`src/rtl/rr_mux_arbiter_if.sv`:
```
// Handshake bundle between two requesters, the round-robin arbiter and the downstream sink.
interface rr_mux_arbiter_if #(parameter int DATA_WIDTH = 8);
  logic                  req_0, req_1;
  logic [DATA_WIDTH-1:0] din_0, din_1;
  logic                  last_0, last_1;
  logic                  out_ready;
  logic                  gnt_0, gnt_1;
  logic                  sel;
  logic [DATA_WIDTH-1:0] mux_out;
  logic                  out_valid;

  modport master (
    output req_0, req_1, din_0, din_1, last_0, last_1, out_ready,
    input  gnt_0, gnt_1, sel, mux_out, out_valid
  );

  modport slave (
    input  req_0, req_1, din_0, din_1, last_0, last_1, out_ready,
    output gnt_0, gnt_1, sel, mux_out, out_valid
  );
endinterface

```
`src/rtl/rr_mux_arbiter.sv`:
```
// Two-requester round-robin arbiter with burst limit, driving a registered-select 2:1 data mux.
module rr_mux_arbiter #(
  parameter int DATA_WIDTH = 8,
  parameter int MAX_BURST  = 4
) (
  input  logic clk,
  input  logic reset,
  rr_mux_arbiter_if.slave bus
);
  typedef enum logic [1:0] {IDLE = 2'd0, GNT0 = 2'd1, GNT1 = 2'd2} state_t;

  localparam logic [3:0] LAST_BEAT = 4'(MAX_BURST - 1);

  state_t                r_state, w_next;
  logic                  r_sel, r_prio, w_prio_nxt;
  logic [3:0]            r_beat_cnt, w_cnt_nxt;
  logic                  w_valid, w_xfer, w_last, w_burst_end;
  logic [DATA_WIDTH-1:0] w_mux;

  assign w_valid     = ((r_state == GNT0) & bus.req_0) | ((r_state == GNT1) & bus.req_1);
  assign w_xfer      = w_valid & bus.out_ready;
  assign w_last      = (r_state == GNT1) ? bus.last_1 : bus.last_0;
  // last is only honoured on an accepted beat, so a stalled beat never ends the burst
  assign w_burst_end = w_xfer & (w_last | (r_beat_cnt == LAST_BEAT));

  always_comb begin
    w_next     = r_state;
    w_prio_nxt = r_prio;
    w_cnt_nxt  = r_beat_cnt;
    case (r_state)
      IDLE: begin
        w_cnt_nxt = '0;
        if (bus.req_0 && bus.req_1) w_next = r_prio ? GNT1 : GNT0;
        else if (bus.req_0)         w_next = GNT0;
        else if (bus.req_1)         w_next = GNT1;
      end
      GNT0: begin
        if (w_burst_end || !bus.req_0) begin
          w_prio_nxt = 1'b1;
          w_cnt_nxt  = '0;
          w_next     = bus.req_1 ? GNT1 : (bus.req_0 ? GNT0 : IDLE);
        end else if (w_xfer) begin
          w_cnt_nxt = r_beat_cnt + 4'd1;
        end
      end
      GNT1: begin
        if (w_burst_end || !bus.req_1) begin
          w_prio_nxt = 1'b0;
          w_cnt_nxt  = '0;
          w_next     = bus.req_0 ? GNT0 : (bus.req_1 ? GNT1 : IDLE);
        end else if (w_xfer) begin
          w_cnt_nxt = r_beat_cnt + 4'd1;
        end
      end
      default: begin
        w_next    = IDLE;
        w_cnt_nxt = '0;
      end
    endcase
  end

  always_ff @(posedge clk or posedge reset) begin
    if (reset) begin
      r_state    <= IDLE;
      r_prio     <= 1'b0;
      r_beat_cnt <= '0;
      r_sel      <= 1'b0;
    end else begin
      r_state    <= w_next;
      r_prio     <= w_prio_nxt;
      r_beat_cnt <= w_cnt_nxt;
      // select follows the owner; idle keeps the last owner's side
      case (w_next)
        GNT0:    r_sel <= 1'b0;
        GNT1:    r_sel <= 1'b1;
        default: r_sel <= r_sel;
      endcase
    end
  end

  assign w_mux         = (r_state == IDLE) ? '0 : (r_sel ? bus.din_1 : bus.din_0);
  assign bus.mux_out   = w_mux;
  assign bus.out_valid = w_valid;
  assign bus.gnt_0     = (r_state == GNT0);
  assign bus.gnt_1     = (r_state == GNT1);
  assign bus.sel       = r_sel;
endmodule

```
`src/flat_wrapper.sv`:
```
// flat-port wrapper written by rule: the top's interface ports become plain ports
module rr_mux_arbiter_flat 
#(
  parameter int DATA_WIDTH = 8,
  parameter int MAX_BURST  = 4
)
  (clk, reset, bus_req_0, bus_req_1, bus_din_0, bus_din_1, bus_last_0, bus_last_1, bus_out_ready, bus_gnt_0, bus_gnt_1, bus_sel, bus_mux_out, bus_out_valid);
  rr_mux_arbiter_if #(.DATA_WIDTH(DATA_WIDTH)) bus_i ();
  input  logic clk;
  input  logic reset;
  input wire logic [$bits(bus_i.req_0)-1:0] bus_req_0;
  input wire logic [$bits(bus_i.req_1)-1:0] bus_req_1;
  input wire logic [$bits(bus_i.din_0)-1:0] bus_din_0;
  input wire logic [$bits(bus_i.din_1)-1:0] bus_din_1;
  input wire logic [$bits(bus_i.last_0)-1:0] bus_last_0;
  input wire logic [$bits(bus_i.last_1)-1:0] bus_last_1;
  input wire logic [$bits(bus_i.out_ready)-1:0] bus_out_ready;
  output wire logic [$bits(bus_i.gnt_0)-1:0] bus_gnt_0;
  output wire logic [$bits(bus_i.gnt_1)-1:0] bus_gnt_1;
  output wire logic [$bits(bus_i.sel)-1:0] bus_sel;
  output wire logic [$bits(bus_i.mux_out)-1:0] bus_mux_out;
  output wire logic [$bits(bus_i.out_valid)-1:0] bus_out_valid;
  assign bus_i.req_0 = bus_req_0;
  assign bus_i.req_1 = bus_req_1;
  assign bus_i.din_0 = bus_din_0;
  assign bus_i.din_1 = bus_din_1;
  assign bus_i.last_0 = bus_last_0;
  assign bus_i.last_1 = bus_last_1;
  assign bus_i.out_ready = bus_out_ready;
  assign bus_gnt_0 = bus_i.gnt_0;
  assign bus_gnt_1 = bus_i.gnt_1;
  assign bus_sel = bus_i.sel;
  assign bus_mux_out = bus_i.mux_out;
  assign bus_out_valid = bus_i.out_valid;
  rr_mux_arbiter #(.DATA_WIDTH(DATA_WIDTH), .MAX_BURST(MAX_BURST)) u_core (.clk(clk), .reset(reset), .bus(bus_i));
endmodule
```
`config.mk`:
```
export PLATFORM = sky130hd
export DESIGN_NAME = rr_mux_arbiter_flat
export DESIGN_NICKNAME = d
export VERILOG_FILES = /design/src/rtl/rr_mux_arbiter_if.sv /design/src/rtl/rr_mux_arbiter.sv /design/src/flat_wrapper.sv
export SDC_FILE = /design/constraint.sdc
export NUM_CORES = 1
export LEC_CHECK = 0
export BUFFER_PORTS_ARGS = -buffer_cell sky130_fd_sc_hd__buf_2
export CAP_MARGIN = 15
export CORE_MARGIN = 2
export CORE_UTILIZATION = 40
export CTS_BUF_LIST = sky130_fd_sc_hd__clkbuf_4 sky130_fd_sc_hd__clkbuf_8 sky130_fd_sc_hd__clkbuf_16
export DETAILED_ROUTE_END_ITERATION = 8
export PLACE_DENSITY = 0.8
export SLEW_MARGIN = 20
export SYNTH_ARGS = -nofsm -noshare
export SYNTH_HDL_FRONTEND = slang
export SYNTH_SLANG_ARGS = --single-unit
```
`constraint.sdc`:
```
create_clock -name clk -period 2.38 [get_ports clk]
set_input_delay 0.476 -clock clk [delete_from_list [all_inputs] [get_ports clk]]
set_output_delay 0.476 -clock clk [all_outputs]
set_load 0.02 [all_outputs]
```
==> impl_metrics.csv, run 1 <==
group,metric,value,unit
die,dieWidth,46.3,um
finish,drive_above_1_share,47.9,%
yosys,synth_top_area_share,28.0,%
sta,rsz0062_at_grt,"true",
power,comb_power_share,72.0,%
die,dieArea,0.00214,mm2
routing,vias,719,
clocking,cts_tree,"done",
sta,post-route-period-util,101,%
worst_setup_path,critPathKind,"reg -> reg",
yosys,ys_seq_elements,8,
yosys,synth_top_cells_by_count,"12 x mux2i_1, 11 x nor2_1, 8 x dfrtp_1, 8 x nand2_1, 7 x ha_1",
die,coreArea,0.00171,mm2
sta,fmax,417,MHz
run,maxCapViolations,0,
finish,utilization,60.7,%
routing,first_pass_iters,4,
sta,slew_viol_final,0,
sta,fin_crit,2.40,ns
sta,tns,-0.0188,ns
sta,fin_ws,-0.0188,ns
yosys,synth_top_area_cell,"dfrtp_1",
clocking,clockBufferDepth,2,
yosys,synthArstFlopShare,100,%
yosys,ys_top_cells_by_area,"dfrtp_1 28%, mux2i_1 17%, ha_1 12%",
routing,drt_iter0_drc,7,
power,switching_share,46.2,%
yosys,netlist_instances,80,
worst_setup_path,crit_buf_inv,0,
power,power_density,1080,mW/mm2
worst_setup_path,cp_num_cells,8,
clocking,clk_pin_slew,0.06,ns
placement,portBuffers,34,
worst_setup_path,crit_path_end_kind,"flip-flop",
clocking,numCtsBuffers,3,
routing,routedWlPerCell,11.9,um
finish,area_growth,44.9,%
routing,wirelength,1740,um
sta,clock_skew,0.0107,ns
global_route,grt_pass1_wl,2680,um
worst_setup_path,worstSetupStartpointType,"flip-flop",
yosys,syn_nets,110,
yosys,synth_warnings,0,
global_route,grt_overflow,0,
sta,hold_violations,0,
min_path,hp-class,"in -> async",
yosys,seq_area_frac_synth,28.0,%
die,io_pins,35,
yosys,synth_area,716,um2
yosys,synth_cell_types,24,
routing,drt-vias-per-instance,4.92,
worst_setup_path,crit_path_max_incr_delay,0.43,ns
power,power,1120,uW
yosys,synthFlopType,"dfrtp_1",
worst_setup_path,cp_top_family,"multiplexers",
routing,detail-route-antenna-nets,0,
run_status,status,"finished with violations",
power,p_int,602,uW
power,switchingPower,518,uW
placement,dp_hpwl,1370,um
finish,layout.nets,153,
clocking,cts_max_level,1,
run_status,violations,"setup timing",
die,fp.dieH,46.3,um
worst_setup_path,rr_worst_depth,8,
global_route,grt_pass1_vias,675,
yosys,yosysMostFrequentCell,"mux2i_1",
worst_setup_path,required,2.52,ns
clocking,cts_root_buffer,"clkbuf_4",
power,pwr-share-seq,19.1,%
clocking,cts_sinks,8,
power,pwr-share-clk,8.9,%
placement,dp_slack,-0.0521,ns
global_route,grt_usage,17.2,%
worst_setup_path,cpMaxStageDelayCell,"dfrtp_2",
yosys,synth-edff-count,0,
global_route,grt_max_degree,11,
yosys,avgSynthCellArea,8.95,um2
global_route,antenna_found_initial,0,
power,ir_drop,0.716,mV
clocking,clk_latency,0.25,ns
die,core.rowCount,15,
worst_setup_path,crit_chain,"ha_4 -> mux2_4 -> o211ai_4 -> mux2i_1 -> a32oi_1 -> a21oi_2 -> ha_4 -> mux2_4",
worst_setup_path,critPathMaxFanout,4,
finish,antennaDiodeCount,0,
power,p_leak,0.000531,uW
sta,slew-limit-headroom,69.5,%
sta,tightestPinTransition,0.458,ns
routing,drc,0,
sta,setup_viol,1,
worst_setup_path,reg2reg_slack,-0.02,ns
worst_setup_path,arrival,2.54,ns
die,initial_utilization,41.9,%
placement,finalWeightedCongestion,0.906,
==> cell usage in the layout, fill, tap and decap left out, types with 2 or more instances in the layout <==
master    netlist  final
buf_2           2     34
mux2i_1        12     12
nor2_1         11     11
nand2_1         8      8
buf_4           0      8
dfrtp_1         8      7
nand3_1         4      4
o21ai_0         3      3
a21oi_1         4      3
inv_1           4      3
ha_1            7      3
clkbuf_4        0      3
mux2_4          1      2
a32oi_1         2      2
xor2_1          2      2
ha_2            0      2
ha_4            0      2
==> final cells by class <==
type	instances	area [um2]
fillers	142	671
multi-input cells	64	537
repair buffers	42	230
flip-flops and latches	8	201
well taps	25	31.3
clock buffers	3	22.5
inverters	4	15.0
==> worst reg2reg max path, cell delays in order, from the launching register on <==
cell and delay (ns):
dfrtp_2 0.43, ha_4 0.17, mux2_4 0.32, o211ai_4 0.22, mux2i_1 0.21, a32oi_1 0.12, a21oi_2 0.26, ha_4 0.25
mux2_4 0.29
==> kinds of logic after synthesis <==
kind of cell	synth area share (%)
xor gates and xnor gates	2.45
AOI/OAI and AO/OA	16.1
DFF	28.0
adders and majority gates	12.2
buffers and inverters	4.55
and+or+nand+nor	16.3
muxes	20.5
==> stage by stage <==
stage | instances | instance area (um2) | hold slack (ns)
after CTS | 146 | 1010 | 0.158
after floorplan | 80 | 736 | 0.292
final | 146 | 1040 | 0.153
after detailed placement | 140 | 957 | 0.427
after global placement | 140 | 957 | 0.420
after global routing | 146 | 1040 | 0.181
==> state kept, by name (all words and copies together) (netlist names) <==
register / flops
u_core.r_state: 2
u_core.bus.sel: 1
u_core.r_beat_cnt: 4
u_core.r_prio: 1
==> power groups by stage <==
stage / logic (uW) / clock network, uW / registers (uW)
after floorplan: 496 / 0 / 204
after global placement: 671 / 0 / 214
after detailed placement: 697 / 0 / 218
after CTS: 755 / 101 / 215
after global routing: 874 / 106 / 219
final: 807 / 99.5 / 214
==> timing repair <==
item / in CTS / in global routing
gates resized for setup: 3 / 4
setup buffers: 3 / 0
endpoints found under the setup margin: 1 / 1
pin swaps: 5 / 5
hold buffers: 0 / 0
endpoints found under the hold margin: 0 / 0
==> layer usage <==
layer,track usage [%],up-vias,part of all wire (%)
met5,0,-,0
met4,5.71,0,0
met3,3.53,0,7.9
met2,30.0,35,50
met1,20.9,321,42
li1,-,363,-
==> worst paths after layout <==
kind,startpoint,to
hold reg to reg,u_core.r_prio,u_core.r_prio
setup / recovery,u_core.r_state[1],u_core.bus.sel
setup reg to reg,u_core.r_state[1],u_core.bus.sel
hold / removal,reset,u_core.r_state[0]
min in group clk,u_core.r_prio,u_core.r_prio
max in group asynchronous,reset,u_core.r_state[1]
No activity file was read; power rests on OpenSTA's default activity.
==> run 2, diff against run 1 <==
- PLACE_DENSITY: 0.8 -> 0.83
==> run 2 against run 1 <==
Highest routed layer is now met4. Die area is the same. Total power fell by 5.2%. Critical path depth stayed put. Critical path type unchanged. Final area shrank 1.7%. Utilization down 1.0 points. Count of clock-buffer cells in the layout is the same. Final cell count unchanged. Worst setup slack better by 0.019 ns. The run now ends clean. Wire length fell by 5.6%. Sequential cell count did not move.
==> impl_metrics.csv, run 2 (same netlist as run 1, synthesis figures left out) <==
group,metric,value,unit
routing,vias,736,
power,power,1060,uW
finish,regMostFlops,"u_core.r_beat_cnt",
routing,drc,0,
worst_setup_path,crit_path_end_kind,"flip-flop",
die,initial_utilization,41.9,%
placement,dp_hpwl,1310,um
clocking,cts_sinks,8,
global_route,grt_pass1_wl,2490,um
run_status,status,"complete, no violations",
routing,routedWlPerCell,11.3,um
worst_setup_path,crit_path_max_incr_delay,0.44,ns
sta,fin_crit,2.38,ns
finish,final_area,0.00102,mm2
clocking,numCtsBuffers,3,
global_route,grt_overflow,0,
finish,final_common_cell,"buf_2",
sta,fmax,420,MHz
die,core.rowCount,15,
routing,drt_iter0_drc,16,
routing,detail-route-antenna-nets,0,
global_route,grt_pass1_vias,656,
power,ir_drop,0.629,mV
placement,finalWeightedCongestion,0.879,
sta,slew_viol_final,0,
worst_setup_path,critPathMaxFanout,4,
finish,final_cell_mix,"34 x buf_2, 12 x mux2i_1, 11 x nor2_1",
min_path,hp-class,"in -> async",
finish,regArea,201,um2
finish,drive_above_1_share,45.5,%
clocking,cts_root_buffer,"clkbuf_4",
finish,largest_register_ffs,4,
clocking,cts_tree,"done",
clocking,clk_latency,0.25,ns
die,io_pins,35,
sta,setup_viol,0,
routing,drt-vias-per-instance,5.04,
finish,utilization,59.7,%
finish,layout.nets,153,
sta,rsz0062_at_grt,"true",
worst_setup_path,worstSetupStartpointType,"flip-flop",
die,dieArea,0.00214,mm2
sta,tightestPinTransition,0.435,ns
clocking,cts_max_level,1,
worst_setup_path,rr_worst_depth,8,
placement,place_area,957,um2
global_route,grt_usage,16.4,%
sta,slew-limit-headroom,71.0,%
clocking,clk_pin_slew,0.05,ns
finish,fin_cells,146,
sta,post-route-period-util,100,%
routing,first_pass_iters,4,
worst_setup_path,crit-reg2reg-capture,"u_core.bus.sel",
die,fp.dieH,46.3,um
worst_setup_path,arrival,2.51,ns
finish,multi_input_area,519,um2
placement,place_inst,140,
global_route,antenna_found_initial,0,
die,dieWidth,46.3,um
sta,hold_violations,0,
worst_setup_path,critPathKind,"reg -> reg",
finish,reg_top3,"u_core.r_beat_cnt: 4 flops, u_core.r_state: 2 flops",
finish,antennaDiodeCount,0,
die,coreArea,0.00171,mm2
run,maxCapViolations,0,
clocking,clockBufferDepth,2,
worst_setup_path,r2r-start,"u_core.r_state[1]",
worst_setup_path,required,2.51,ns
finish,area_growth,42.5,%
worst_setup_path,cpMaxStageDelayCell,"dfrtp_2",
worst_setup_path,crit_chain,"ha_4 -> mux2_4 -> o21ai_4 -> mux2i_1 -> a32oi_1 -> o22a_1 -> ha_1 -> mux2_4",
placement,portBuffers,34,
global_route,grt_max_degree,11,
sta,clock_skew,0.00508,ns
power,power_density,1040,mW/mm2
finish,fill_cells,155,
worst_setup_path,crit_top_cell,"mux2_4",
worst_setup_path,reg2reg_slack,0.000005,ns
routing,wirelength,1650,um
power,p_leak,0.000534,uW
[run 2: what timing repair did]
action	4_1_cts	5_1_grt
hold endpoints to repair	0	0
endpoints found under the setup margin	0	1
hold buffers	0	0
resized for setup	0	4
setup buffers	0	3
[run 2: critical path: cells and delay by family (launching register included)]
kind / cells / cell delay (ns)
AOI/OAI and AO/OA: 3 / 0.53
DFF: 1 / 0.44
adders and majority gates: 2 / 0.46
muxes: 3 / 0.83
[run 2: area by class of cell]
type	instances	share of cell area [%]
Clock buffer	3	2.21
Sequential cell	8	19.8
Timing Repair Buffer	42	22.6
Tap cell	25	3.07
Inverter	4	1.47
Multi-Input combinational cell	64	50.9
[run 2: routing by layer]
metal	track usage, %	vias to the layer above	wire length, um
met2	26.1	44	801
met1	20.5	325	690
met5	0	-	0
met4	8.57	0	10
met3	3.53	2	143
li1	-	365	-
[run 2: metrics by stage]
step	hold WS (ns)	TNS, ns	setup WS (ns)
after floorplan	0.292	0	0.00320
after global placement	0.426	0	0.0548
after detailed placement	0.428	0	0.0121
after CTS	0.158	0	0.00704
after global routing	0.178	-0.104	-0.104
final	0.155	0	0.00000511
[run 2: report_power, final]
part / switching (uW) / internal, uW / leakage (uW)
Clock: 39.5 / 57.2 / 0.0000138
Sequential: 48.6 / 169 / 0.000103
Combinational: 398 / 350 / 0.000417
Total: 486 / 576 / 0.000534
[run 2: worst max-delay path by stage]
stage                            startpoint        endpoint  slack [ns]  cells past startpoint
final                     u_core.r_state[1]  u_core.bus.sel    0.000005                      8
after global routing      u_core.r_state[1]  u_core.bus.sel       -0.10                      8
after CTS                 u_core.r_state[0]  u_core.bus.sel       0.007                      9
after detailed placement  u_core.r_state[0]  u_core.bus.sel        0.01                      9
after global placement    u_core.r_state[0]  u_core.bus.sel        0.05                      9
after floorplan           u_core.r_state[0]  u_core.bus.sel       0.003                      9
